`src/rtl/cpu_pkg.sv`:
```
// Shared opcode/subcode encodings and decode helpers for the ALU, decode and writeback stages.
package cpu_pkg;

  localparam logic [3:0] OP_ADD   = 4'h0;
  localparam logic [3:0] OP_SUB   = 4'h1;
  localparam logic [3:0] OP_AND   = 4'h2;
  localparam logic [3:0] OP_OR    = 4'h3;
  localparam logic [3:0] OP_XOR   = 4'h4;
  localparam logic [3:0] OP_SHIFT = 4'h5;
  localparam logic [3:0] OP_JMP   = 4'h6;
  localparam logic [3:0] OP_MEM   = 4'h7;
  localparam logic [3:0] OP_BZ    = 4'hC;
  localparam logic [3:0] OP_BNZ   = 4'hD;
  localparam logic [3:0] OP_LDI   = 4'hE;
  localparam logic [3:0] OP_HALT  = 4'hF;

  localparam logic [3:0] SUB_LD = 4'h0;
  localparam logic [3:0] SUB_ST = 4'h1;

  function automatic logic is_reg_writer(input logic [3:0] opcode, input logic [3:0] subcode);
    case (opcode)
      OP_ADD, OP_SUB, OP_AND, OP_OR, OP_XOR, OP_SHIFT, OP_LDI: return 1'b1;
      OP_MEM:                                                  return subcode == SUB_LD;
      default:                                                 return 1'b0;
    endcase
  endfunction

  // The unused 1000-1011 opcode block is treated as a halt so stray code stops cleanly.
  function automatic logic is_halt_op(input logic [3:0] opcode);
    return (opcode == OP_HALT) || (opcode[3:2] == 2'b10);
  endfunction

endpackage

```
`src/rtl/print_fifo.sv`:
```
// Pointer-based console byte FIFO; the head byte reads as zero whenever the FIFO is empty.
module print_fifo #(
  parameter int DEPTH = 4
) (
  input  logic       clk,
  input  logic       rst,
  input  logic       push,
  input  logic [7:0] din,
  output logic       full,
  input  logic       pop,
  output logic [7:0] dout,
  output logic       empty
);
  localparam int PW = $clog2(DEPTH);

  logic [7:0]    mem_q [DEPTH];
  logic [PW-1:0] wr_ptr_q, wr_ptr_d;
  logic [PW-1:0] rd_ptr_q, rd_ptr_d;
  logic [PW:0]   count_q, count_d;
  logic          do_push, do_pop;

  // NOTE: every variable written here gets a default first, so no path leaves it unassigned (no latch).
  always_comb begin
    full     = (count_q == (PW+1)'(DEPTH));
    empty    = (count_q == '0);
    do_push  = push && !full;
    do_pop   = pop && !empty;
    wr_ptr_d = wr_ptr_q;
    rd_ptr_d = rd_ptr_q;
    count_d  = count_q;
    if (do_push) wr_ptr_d = wr_ptr_q + PW'(1);
    if (do_pop)  rd_ptr_d = rd_ptr_q + PW'(1);
    if (do_push && !do_pop)      count_d = count_q + (PW+1)'(1);
    else if (do_pop && !do_push) count_d = count_q - (PW+1)'(1);
    dout = empty ? 8'h00 : mem_q[rd_ptr_q];
  end

  // NOTE: non-blocking assignments in clocked blocks, so every flop samples pre-edge values.
  always_ff @(posedge clk or posedge rst) begin
    if (rst) begin
      wr_ptr_q <= '0;
      rd_ptr_q <= '0;
      count_q  <= '0;
    end else begin
      wr_ptr_q <= wr_ptr_d;
      rd_ptr_q <= rd_ptr_d;
      count_q  <= count_d;
    end
  end

  // NOTE: storage is not reset; stale bytes are unreachable because dout is gated by empty.
  always_ff @(posedge clk) begin
    if (do_push) mem_q[wr_ptr_q] <= din;
  end

endmodule

```
`src/rtl/writeback.sv`:
```
// Final pipeline stage: WB register, bypassed 16x16 register file, jump redirect,
// console print FIFO on writes to r0, and sticky halt.
module writeback
  import cpu_pkg::*;
#(
  parameter int PRINT_DEPTH = 4
) (
  input  logic        clk,
  input  logic        rst,
  input  logic        x2_valid,
  input  logic [15:0] x2_pc,
  input  logic [15:0] x2_ins,
  input  logic [15:0] x2_result,
  input  logic [3:0]  rd_addr_a,
  input  logic [3:0]  rd_addr_b,
  output logic [15:0] rd_data_a,
  output logic [15:0] rd_data_b,
  output logic        wb_stall,
  output logic        wb_redirect,
  output logic [15:0] wb_redirect_pc,
  output logic        print_valid,
  output logic [7:0]  print_data,
  input  logic        print_ready,
  output logic        halted,
  output logic [31:0] retired
);

  logic        wb_valid_q, wb_valid_d;
  logic [15:0] wb_pc_q, wb_pc_d;
  logic [15:0] wb_ins_q, wb_ins_d;
  logic [15:0] wb_result_q, wb_result_d;
  logic [15:0] regs_q [1:15];
  logic [15:0] regs_d [1:15];
  logic        halted_q, halted_d;
  logic [31:0] retired_q, retired_d;

  logic [3:0]  opcode, subcode, wb_rt;
  logic        writes_reg, is_print, is_jump, is_halt;
  logic        active, reg_we;
  logic        fifo_full, fifo_empty, fifo_push, fifo_pop;
  logic        unused_rs_bits;

  assign unused_rs_bits = ^wb_ins_q[11:8];

  always_comb begin
    opcode     = wb_ins_q[15:12];
    subcode    = wb_ins_q[7:4];
    wb_rt      = wb_ins_q[3:0];
    writes_reg = is_reg_writer(opcode, subcode);
    is_print   = writes_reg && (wb_rt == 4'd0);
    is_jump    = (opcode == OP_JMP);
    is_halt    = is_halt_op(opcode);

    // Stall looks only at fullness; a same-cycle pop frees the slot for the next cycle.
    wb_stall   = wb_valid_q && !halted_q && is_print && fifo_full;
    active     = wb_valid_q && !halted_q && !wb_stall;
    reg_we     = active && writes_reg && (wb_rt != 4'd0);
    fifo_push  = active && is_print;

    wb_redirect    = active && is_jump && (wb_result_q != wb_pc_q + 16'd2);
    wb_redirect_pc = wb_redirect ? wb_result_q : 16'h0000;

    print_valid = !fifo_empty;
    fifo_pop    = print_valid && print_ready;

    wb_valid_d  = wb_valid_q;
    wb_pc_d     = wb_pc_q;
    wb_ins_d    = wb_ins_q;
    wb_result_d = wb_result_q;
    if (!wb_stall) begin
      wb_valid_d  = x2_valid;
      wb_pc_d     = x2_pc;
      wb_ins_d    = x2_ins;
      wb_result_d = x2_result;
    end

    regs_d = regs_q;
    if (reg_we) regs_d[wb_rt] = wb_result_q;

    halted_d  = halted_q || (active && is_halt);
    retired_d = retired_q + 32'(active);
  end

  // Bypass only when the WB instruction is actually committing a register write.
  always_comb begin
    rd_data_a = 16'h0000;
    rd_data_b = 16'h0000;
    if (rd_addr_a != 4'd0)
      rd_data_a = (reg_we && rd_addr_a == wb_rt) ? wb_result_q : regs_q[rd_addr_a];
    if (rd_addr_b != 4'd0)
      rd_data_b = (reg_we && rd_addr_b == wb_rt) ? wb_result_q : regs_q[rd_addr_b];
  end

  always_ff @(posedge clk or posedge rst) begin
    if (rst) begin
      wb_valid_q  <= 1'b0;
      wb_pc_q     <= '0;
      wb_ins_q    <= '0;
      wb_result_q <= '0;
      for (int i = 1; i < 16; i++) regs_q[i] <= '0;
      halted_q    <= 1'b0;
      retired_q   <= '0;
    end else begin
      wb_valid_q  <= wb_valid_d;
      wb_pc_q     <= wb_pc_d;
      wb_ins_q    <= wb_ins_d;
      wb_result_q <= wb_result_d;
      regs_q      <= regs_d;
      halted_q    <= halted_d;
      retired_q   <= retired_d;
    end
  end

  assign halted  = halted_q;
  assign retired = retired_q;

  print_fifo #(.DEPTH(PRINT_DEPTH)) u_print_fifo (
    .clk   (clk),
    .rst   (rst),
    .push  (fifo_push),
    .din   (wb_result_q[7:0]),
    .full  (fifo_full),
    .pop   (fifo_pop),
    .dout  (print_data),
    .empty (fifo_empty)
  );

endmodule

```
`config.mk`:
```
export PLATFORM = sky130hd
export DESIGN_NAME = writeback
export DESIGN_NICKNAME = d
export VERILOG_FILES = /design/src/rtl/cpu_pkg.sv /design/src/rtl/print_fifo.sv /design/src/rtl/writeback.sv
export SDC_FILE = /design/constraint.sdc
export NUM_CORES = 1
export LEC_CHECK = 0
export CAP_MARGIN = 10
export CELL_PAD_IN_SITES_DETAIL_PLACEMENT = 0
export CELL_PAD_IN_SITES_GLOBAL_PLACEMENT = 1
export CORE_ASPECT_RATIO = 1.4
export CORE_MARGIN = 4
export CORE_UTILIZATION = 45
export CTS_CLUSTER_DIAMETER = 80
export DETAILED_ROUTE_END_ITERATION = 8
export DONT_BUFFER_PORTS = 1
export PLACE_DENSITY = 0.76
export SYNTH_ARGS = -nofsm -noshare
export SYNTH_HDL_FRONTEND = slang
export SYNTH_SLANG_ARGS = --single-unit
```
`constraint.sdc`:
```
create_clock -name clk -period 10.9 [get_ports clk]
set_input_delay 1.09 -clock clk [delete_from_list [all_inputs] [get_ports clk]]
set_output_delay 1.09 -clock clk [all_outputs]
set_load 0.02 [all_outputs]
```
==> impl_results.md, run 1 <==
* Max VDD drop at 0.1294 mV
* TritonRoute pass-1 iters at 5
* CP required at 9.81 ns
* Detailed-routed wire length on met2 at 26.29 mm
* Setup Viol. Count Final at 0
* Nets at 1,362
* Setup bufs post-CTS at 0
* Initial antenna violation count at 0
* Global-route wire length before repair at 76.91 mm
* Cell taking the most area after synthesis: dfrtp_1
* Slew Viols, Final at 0
* I/O pins at 152
* Vias/cell at 6.185
* 1st-iter DRT viols at 805
* Fraction of layout cells with a size suffix above 1 at 41.71%
* Final Critical Period at 4.709 ns
* WL met1 at 19.55 mm
* Overflow after GRT at 0
* Setup TNS at 0 ns
* CP cell instances: nor4_1 > nand3_1 > nor3_2 > buf_4 > nor4_4 > buf_4 > nand2_1 > nor2_1
* H-tree Lvls at 2
* Arrival time worst endpoint at 3.62 ns
* Clock-pin slew on the worst setup and hold paths at 0.06 ns
* Area of the multi-input gates at 0.009154 mm^2
* Detailed Place HPWL at 30.98 mm
* Area after DPL at 0.01918 mm^2
* Input/output buffers at 0
* Pwr Density at 180.1 mW/mm^2
* Yosys reg bits at 357
* Max_cap viols at 0
* Status: finished, final reports clean
* YS warnings at 0
* Primary FF master, synth: dfrtp_1
* Top cell type's share of synthesized area at 43.25%
* Gates resized, CTS repair at 0
* Longest Clk Path Bufs at 3
* Startpoint Class: flip-flop
* Core Area at 0.04129 mm^2
* Sequential Area at 0.009094 mm^2
* Average wire per standard cell at 27.16 um
* CP most frequent cell: buf_4
* DRT antenna net count at 0
* Post-synth EDFFs at 32
* Post-CTS Hold Fix Bufs at 0
* Clock Sinks at 357
* CTS tree: done
* Worst relative slew slack at 13.60%
* Count leader, synth: dfrtp_1
* RSZ-0062 raised after global routing: no
* DIE AREA at 0.04517 mm^2
* Net Count, Synth at 1,405
* Mapped Cells at 1,336
* Tcrit/Tclk final at 43.20%
* Number of global-route vias before repair at 12,220
* Layout area overhead at 8.749%
* Synthesized area per cell at 14.08 um^2
* N_diodes at 0
* LEAKAGE at 8.666 nW
* Die span in x at 180.8 um
* Register area share after synthesis at 48.36%
* Hold Crit Class: in -> async
* Final std cell area, no fill at 0.02045 mm^2
* Mapped cell area at 0.01881 mm^2
* Slowest cell delay on critical path at 0.62 ns
* Fillers at 3,511
* Met3 wire len at 3.098 mm
* Die height at 249.9 um
* Gpl congestion at 0.8025
* Critical path peak fanout at 43
* Via count at 11,510
* Total CTS buffers at 37
* Synth area leaders: dfrtp_1 43%, mux2_2 19%, mux4_2 15%
* Worst-Margin Slew at 1.293 ns
* Clock root cell: clkbuf_16
* Cell row count at 88
* Initial core utilization at 45.55%
* Clk Latency, worst-skew pair at 0.54 ns
* DRC viols at 0
* Unique cell type count in the Yosys netlist at 67
* Total Wirelength at 50.55 mm
* Crit end category: primary output
* Setup CP Type: reg -> out
* Slowest cell on crit path: nor4_1
* Max Used Layer: met4
* Clock Skew at 0.02632 ns
* Final Hold Viols at 0
* Commonest cells post-synth: 325 x dfrtp_1, 313 x mux2_2, 123 x mux4_2
* Worst R2R Start: wb_ins_q[3]$_DFFE_PP0N_
* Setup crit start: wb_ins_q[3]$_DFFE_PP0N_
* Peak Freq at 212.4 MHz
* Largest net degree at the start of global routing at 177
* Asr flop ratio synth at 91.04%
* All-Layer GR Usage at 22.06%
==> layout make-up <==
class,count,area share (%)
inverters,8,0.1835
clock inverters,14,0.9116
multi-input cells,862,44.76
repair buffers,27,1.052
flip-flops and latches,357,44.47
well taps,540,3.304
clock buffers,53,5.323
==> final timing paths <==
check | endpoint | slack, ns | depth (start not counted)
setup / recovery | wb_redirect_pc[9] | 6.19 | 8
hold / removal | regs_q[60]$_DFFE_PP0P_ | 0.49 | 1
setup reg to reg | retired[28]$_DFF_PP0_ | 7.06 | 13
hold reg to reg | regs_q[115]$_DFFE_PP0P_ | 0.51 | 2
max in group asynchronous | regs_q[114]$_DFFE_PP0P_ | 8.22 | 3
min in group clk | regs_q[115]$_DFFE_PP0P_ | 0.51 | 2
==> critical path, delay by kind of cell, from the launching register on <==
family | cells | cell delay, ns
DFF | 1 | 0.52
buffers and inverters | 2 | 0.86
and+or+nand+nor | 6 | 1.67
==> placed cells by master (no fill, tap or decap), drive strengths merged, types with 19 or more instances in the layout <==
cell	count
mux2	313
mux2i	30
mux4	123
dfrtp	325
nand3	26
o21ai	21
clkbuf	53
buf	27
xor2	19
xnor2	41
edfxtp	32
nand2	67
nor2	54
==> registers in the layout, indices dropped and copies added, names as in the netlist <==
register and count:
halted 1, regs_q 240, retired 32, u_print_fifo.count_q 3
u_print_fifo.mem_q 32, u_print_fifo.rd_ptr_q 2, u_print_fifo.wr_ptr_q 2, wb_ins_q 12
wb_pc_q 16, wb_result_q 16, wb_valid_q 1
==> cell families (layout without fill, tap and decap cells) <==
group	count (synthesis)	count (layout)	synth area share [%]
AO/OA/AOI/OAI	91	91	3.393
XOR/XNOR	60	60	2.794
adder cells (fa/ha/maj)	9	9	0.6387
buffers and inverters	117	102	3.160
flip-flops	357	357	48.36
multiplexers	466	466	35.07
AND/OR/NAND/NOR	236	236	6.587
==> per-layer routing <==
metal	up-vias	global-route usage [%]
li1	4914	-
met1	6121	27.41
met2	377	38.85
met3	98	4.330
met4	0	6.939
met5	-	0
==> power by group <==
group	internal (mW)	total (mW)	switching, mW
Clock	0.794	1.34	0.543
Sequential	1.53	1.72	0.194
Combinational	0.366	0.624	0.258
Total	2.69	3.68	0.995
==> per-stage QoR <==
| stage | cells | hold slack, ns | setup slack, ns | utilization, % | power, mW |
|---|---|---|---|---|---|
| 2_1_floorplan | 1336 | 0.4616 | 0.8120 | - | 2.248 |
| 3_3_place_gp | 1794 | 0.4859 | 6.677 | 46.44 | 2.341 |
| 3_5_place_dp | 1794 | 0.4923 | 6.628 | 46.44 | 2.374 |
| 4_1_cts | 1861 | 0.5065 | 6.058 | 49.53 | 3.720 |
| 5_1_grt | 1861 | 0.5338 | 5.917 | 49.53 | 3.841 |
| 6_report | 1861 | 0.4946 | 6.191 | 49.53 | 3.682 |
No activity file was read; power rests on OpenSTA's default activity.
==> inputs of run 2 (changes only) <==
PLACE_DENSITY = 0.79   (was 0.76)
clock period = 3.77 ns   (was 10.9 ns; I/O delays follow)
==> run 2 against run 1 <==
Sequential power grew to 2.9 times the previous value. Clock power rose to 2.8 times the previous value. Worst hold slack worse by 0.47 ns. Critical path type unchanged. Cell count rose by 4.0%. Largest cell class unchanged. Flip-flop and latch count unchanged. Non-clock buffer count up 75. First-iteration DRC count grew 14%.
==> impl_results.md, run 2 (synthesis results as in run 1) <==
* Status: finished, final reports clean
* Max VDD drop at 0.2798 mV (+120%)
* Gates resized, CTS repair at 0 (unchanged)
* Comb power frac at 18.2% (+1.3 points)
* Startpoint Class: flip-flop
* Area after DPL at 0.01945 mm^2 (+1.4%)
* Fraction of layout cells with a size suffix above 1 at 41.65% (-0.062 points)
* Longest Clk Path Bufs at 3 (unchanged)
* Final Hold Viols at 0 (unchanged)
* Net Sw Frac at 27.20% (+0.16 points)
* Core Area at 0.04129 mm^2 (unchanged)
* Nets at 1,437 (+5.5%)
* DIE AREA at 0.04517 mm^2 (unchanged)
* Buf+Inv Stages, Crit Path at 3 (+1)
* Internal Pwr Total at 7.701 mW (+190%)
* Arrival time worst endpoint at 3.09 ns (-0.53 ns)
* Top cell family by delay on the critical path: simple AND/OR/NAND/NOR gates
* Hold Crit Class: in -> reg
* Most frequent cells in the layout: 325 x dfrtp_1, 313 x mux2_2, 123 x mux4_2
* CP most frequent cell: buf_4
* Detailed-routed wire length on met2 at 26.42 mm (+0.51%)
* Global-route wire length before repair at 78.79 mm (+2.4%)
* Clock-pin slew on the worst setup and hold paths at 0.06 ns (about the same)
* Detailed Place HPWL at 31.56 mm (+1.9%)
* CTS tree: done
* DRT antenna net count at 0 (unchanged)
* Total CTS buffers at 37 (unchanged)
* Setup Viol. Count Final at 0 (unchanged)
* Largest net degree at the start of global routing at 80 (-55%)
* Clk Latency, worst-skew pair at 0.54 ns (about the same)
* CP cell instances: nor4_1 > a21oi_2 > nor4_4 > buf_4 > buf_4 > nor2_1 > a21oi_1 > buf_4
* Tot Pwr at 10.58 mW (+190%)
* Worst relative slew slack at 32.01% (+18 points)
* 1st-iter DRT viols at 915 (+14%)
* Reg power frac at 46.8% (about the same)
* Critical path peak fanout at 12 (-72%)
* LEAKAGE at 8.983 nW (+3.7%)
* Average wire per standard cell at 26.39 um (-2.8%)
* Clock Sinks at 357 (unchanged)
* Slew Viols, Final at 0 (unchanged)
* Hold slack at 0.02723 ns (-0.4674 ns)
* Peak Freq at 288.3 MHz
* Input/output buffers at 0 (unchanged)
* Final std cell area, no fill at 0.02112 mm^2 (+3.2%)
* Slowest cell on crit path: nor4_1
* N_diodes at 0 (unchanged)
* Number of global-route vias before repair at 12,660 (+3.6%)
* Vias/cell at 6.119 (-1.1%)
* Die span in x at 180.8 um (unchanged)
* Total Wirelength at 51.07 mm (+1.0%)
* Overflow after GRT at 0 (unchanged)
* Switching power at 2.877 mW (+190%)
* Most common cell after layout, fill and taps aside: dfrtp_1
* Cell row count at 88 (unchanged)
* Clock Skew at 0.01825 ns (-0.008076 ns)
* Slowest cell delay on critical path at 0.57 ns (-0.05 ns)
* Gpl congestion at 0.8238 (+2.7%)
* Clock root cell: clkbuf_16
* Pwr Density at 500.9 mW/mm^2 (+180%)
* H-tree Lvls at 2 (unchanged)
* Crit end category: primary output
* WL met1 at 19.84 mm (+1.5%)
* Max_cap viols at 0 (unchanged)
* Layout area overhead at 12.28%
* Via count at 11,840 (+2.9%)
* Initial antenna violation count at 0 (unchanged)
* Clock power frac at 35.1% (-1.2 points)
* Worst-Margin Slew at 1.018 ns (-0.2755 ns)
* Met3 wire len at 2.996 mm (-3.3%)
* All-Layer GR Usage at 22.49% (+0.44 points)
* Max reg flops at 240 (unchanged)
* Final Critical Period at 3.468 ns
* TritonRoute pass-1 iters at 4 (-1)
* RSZ-0062 raised after global routing: no
* Top reg by flops: regs_q
* Initial core utilization at 45.55% (unchanged)
* I/O pins at 152 (unchanged)
* Die height at 249.9 um (unchanged)
* DRC viols at 0 (unchanged)
* Setup CP Type: reg -> out
* CP required at 3.39 ns (-6.42 ns)
* Tcrit/Tclk final at 92.00%
* Max Used Layer: met4
[run 2: cell count changes in the layout (fill, tap and decap cells not counted)]
cell | previous run | this run
clkinv_2 | 5 | 7
clkinvlp_2 | 0 | 3
clkbuf_8 | 6 | 3
clkinv_1 | 0 | 1
buf_12 | 1 | 5
inv_8 | 1 | 0
buf_4 | 26 | 52
clkbuf_1 | 8 | 6
dlygate4sd3_1 | 0 | 45
bufinv_16 | 4 | 3
[run 2: power groups by stage]
stage                     logic, mW  clock network [mW]  registers [mW]
after floorplan                1.70                   0            4.80
after CTS                      1.95                3.80            4.94
final                          1.92                3.71            4.95
after detailed placement       1.90                   0            5.01
after global routing           2.09                3.94            5.03
after global placement         1.84                   0            4.97
[run 2: through the flow]
stage,utilization [%],setup WS [ns],setup TNS [ns],std cells
detailed placement,47.10,0.7738,0,1824
global placement,47.10,0.7666,0,1824
CTS,51.12,0.1764,0,1934
floorplan,-,-0.9437,-306.71,1336
global route,51.14,0.1490,0,1935
finish,51.14,0.3017,0,1935
[run 2: worst register-to-register path: stages (launching register included)]
cell and delay [ns]:
dfrtp_1 0.55, nor4_1 0.59, nand3_1 0.21, nor3_2 0.29
nor2_1 0.12, ha_1 0.21, ha_1 0.22, nand2_1 0.15
nor2_1 0.07, nand2_1 0.14, nor2_1 0.12, nand3_1 0.12
xnor2_1 0.14
[run 2: final cells by class]
cell class	instances	area [um^2]
clock buffers	48	1040
clock inverters	18	177.7
fillers	3477	20170
inverters	8	33.78
multi-input cells	862	9154
flip-flops and latches	357	9094
well taps	540	675.6
repair buffers	102	940.9
[run 2: per-layer routing]
| layer | global-route usage [%] | vias to the layer above |
|---|---|---|
| met3 | 4.520 | 107 |
| met5 | 0 | - |
| met4 | 7.588 | 0 |
| met2 | 39.48 | 383 |
| met1 | 27.77 | 6282 |
| li1 | - | 5068 |
[run 2: timing repair]
action,in CTS,in global routing
buffers inserted,0,0
hold buffers,44,1
hold endpoints to repair,72,1
[run 2: path summary, 6_finish.rpt]
kind                                         start                       to  slack, ns  cells past startpoint
max reg2reg                wb_ins_q[3]$_DFFE_PP0N_    retired[26]$_DFF_PP0_       0.78                     12
min                                      x2_ins[2]  wb_ins_q[2]$_DFFE_PP0N_       0.03                      1
max                        wb_ins_q[7]$_DFFE_PP0N_             rd_data_a[3]       0.30                      8
min in group asynchronous                      rst   regs_q[30]$_DFFE_PP0P_       0.55                      2
max in group asynchronous                      rst  regs_q[231]$_DFFE_PP0P_       2.28                      3
min reg2reg                wb_ins_q[4]$_DFFE_PP0N_  wb_ins_q[4]$_DFFE_PP0N_       0.51                      1
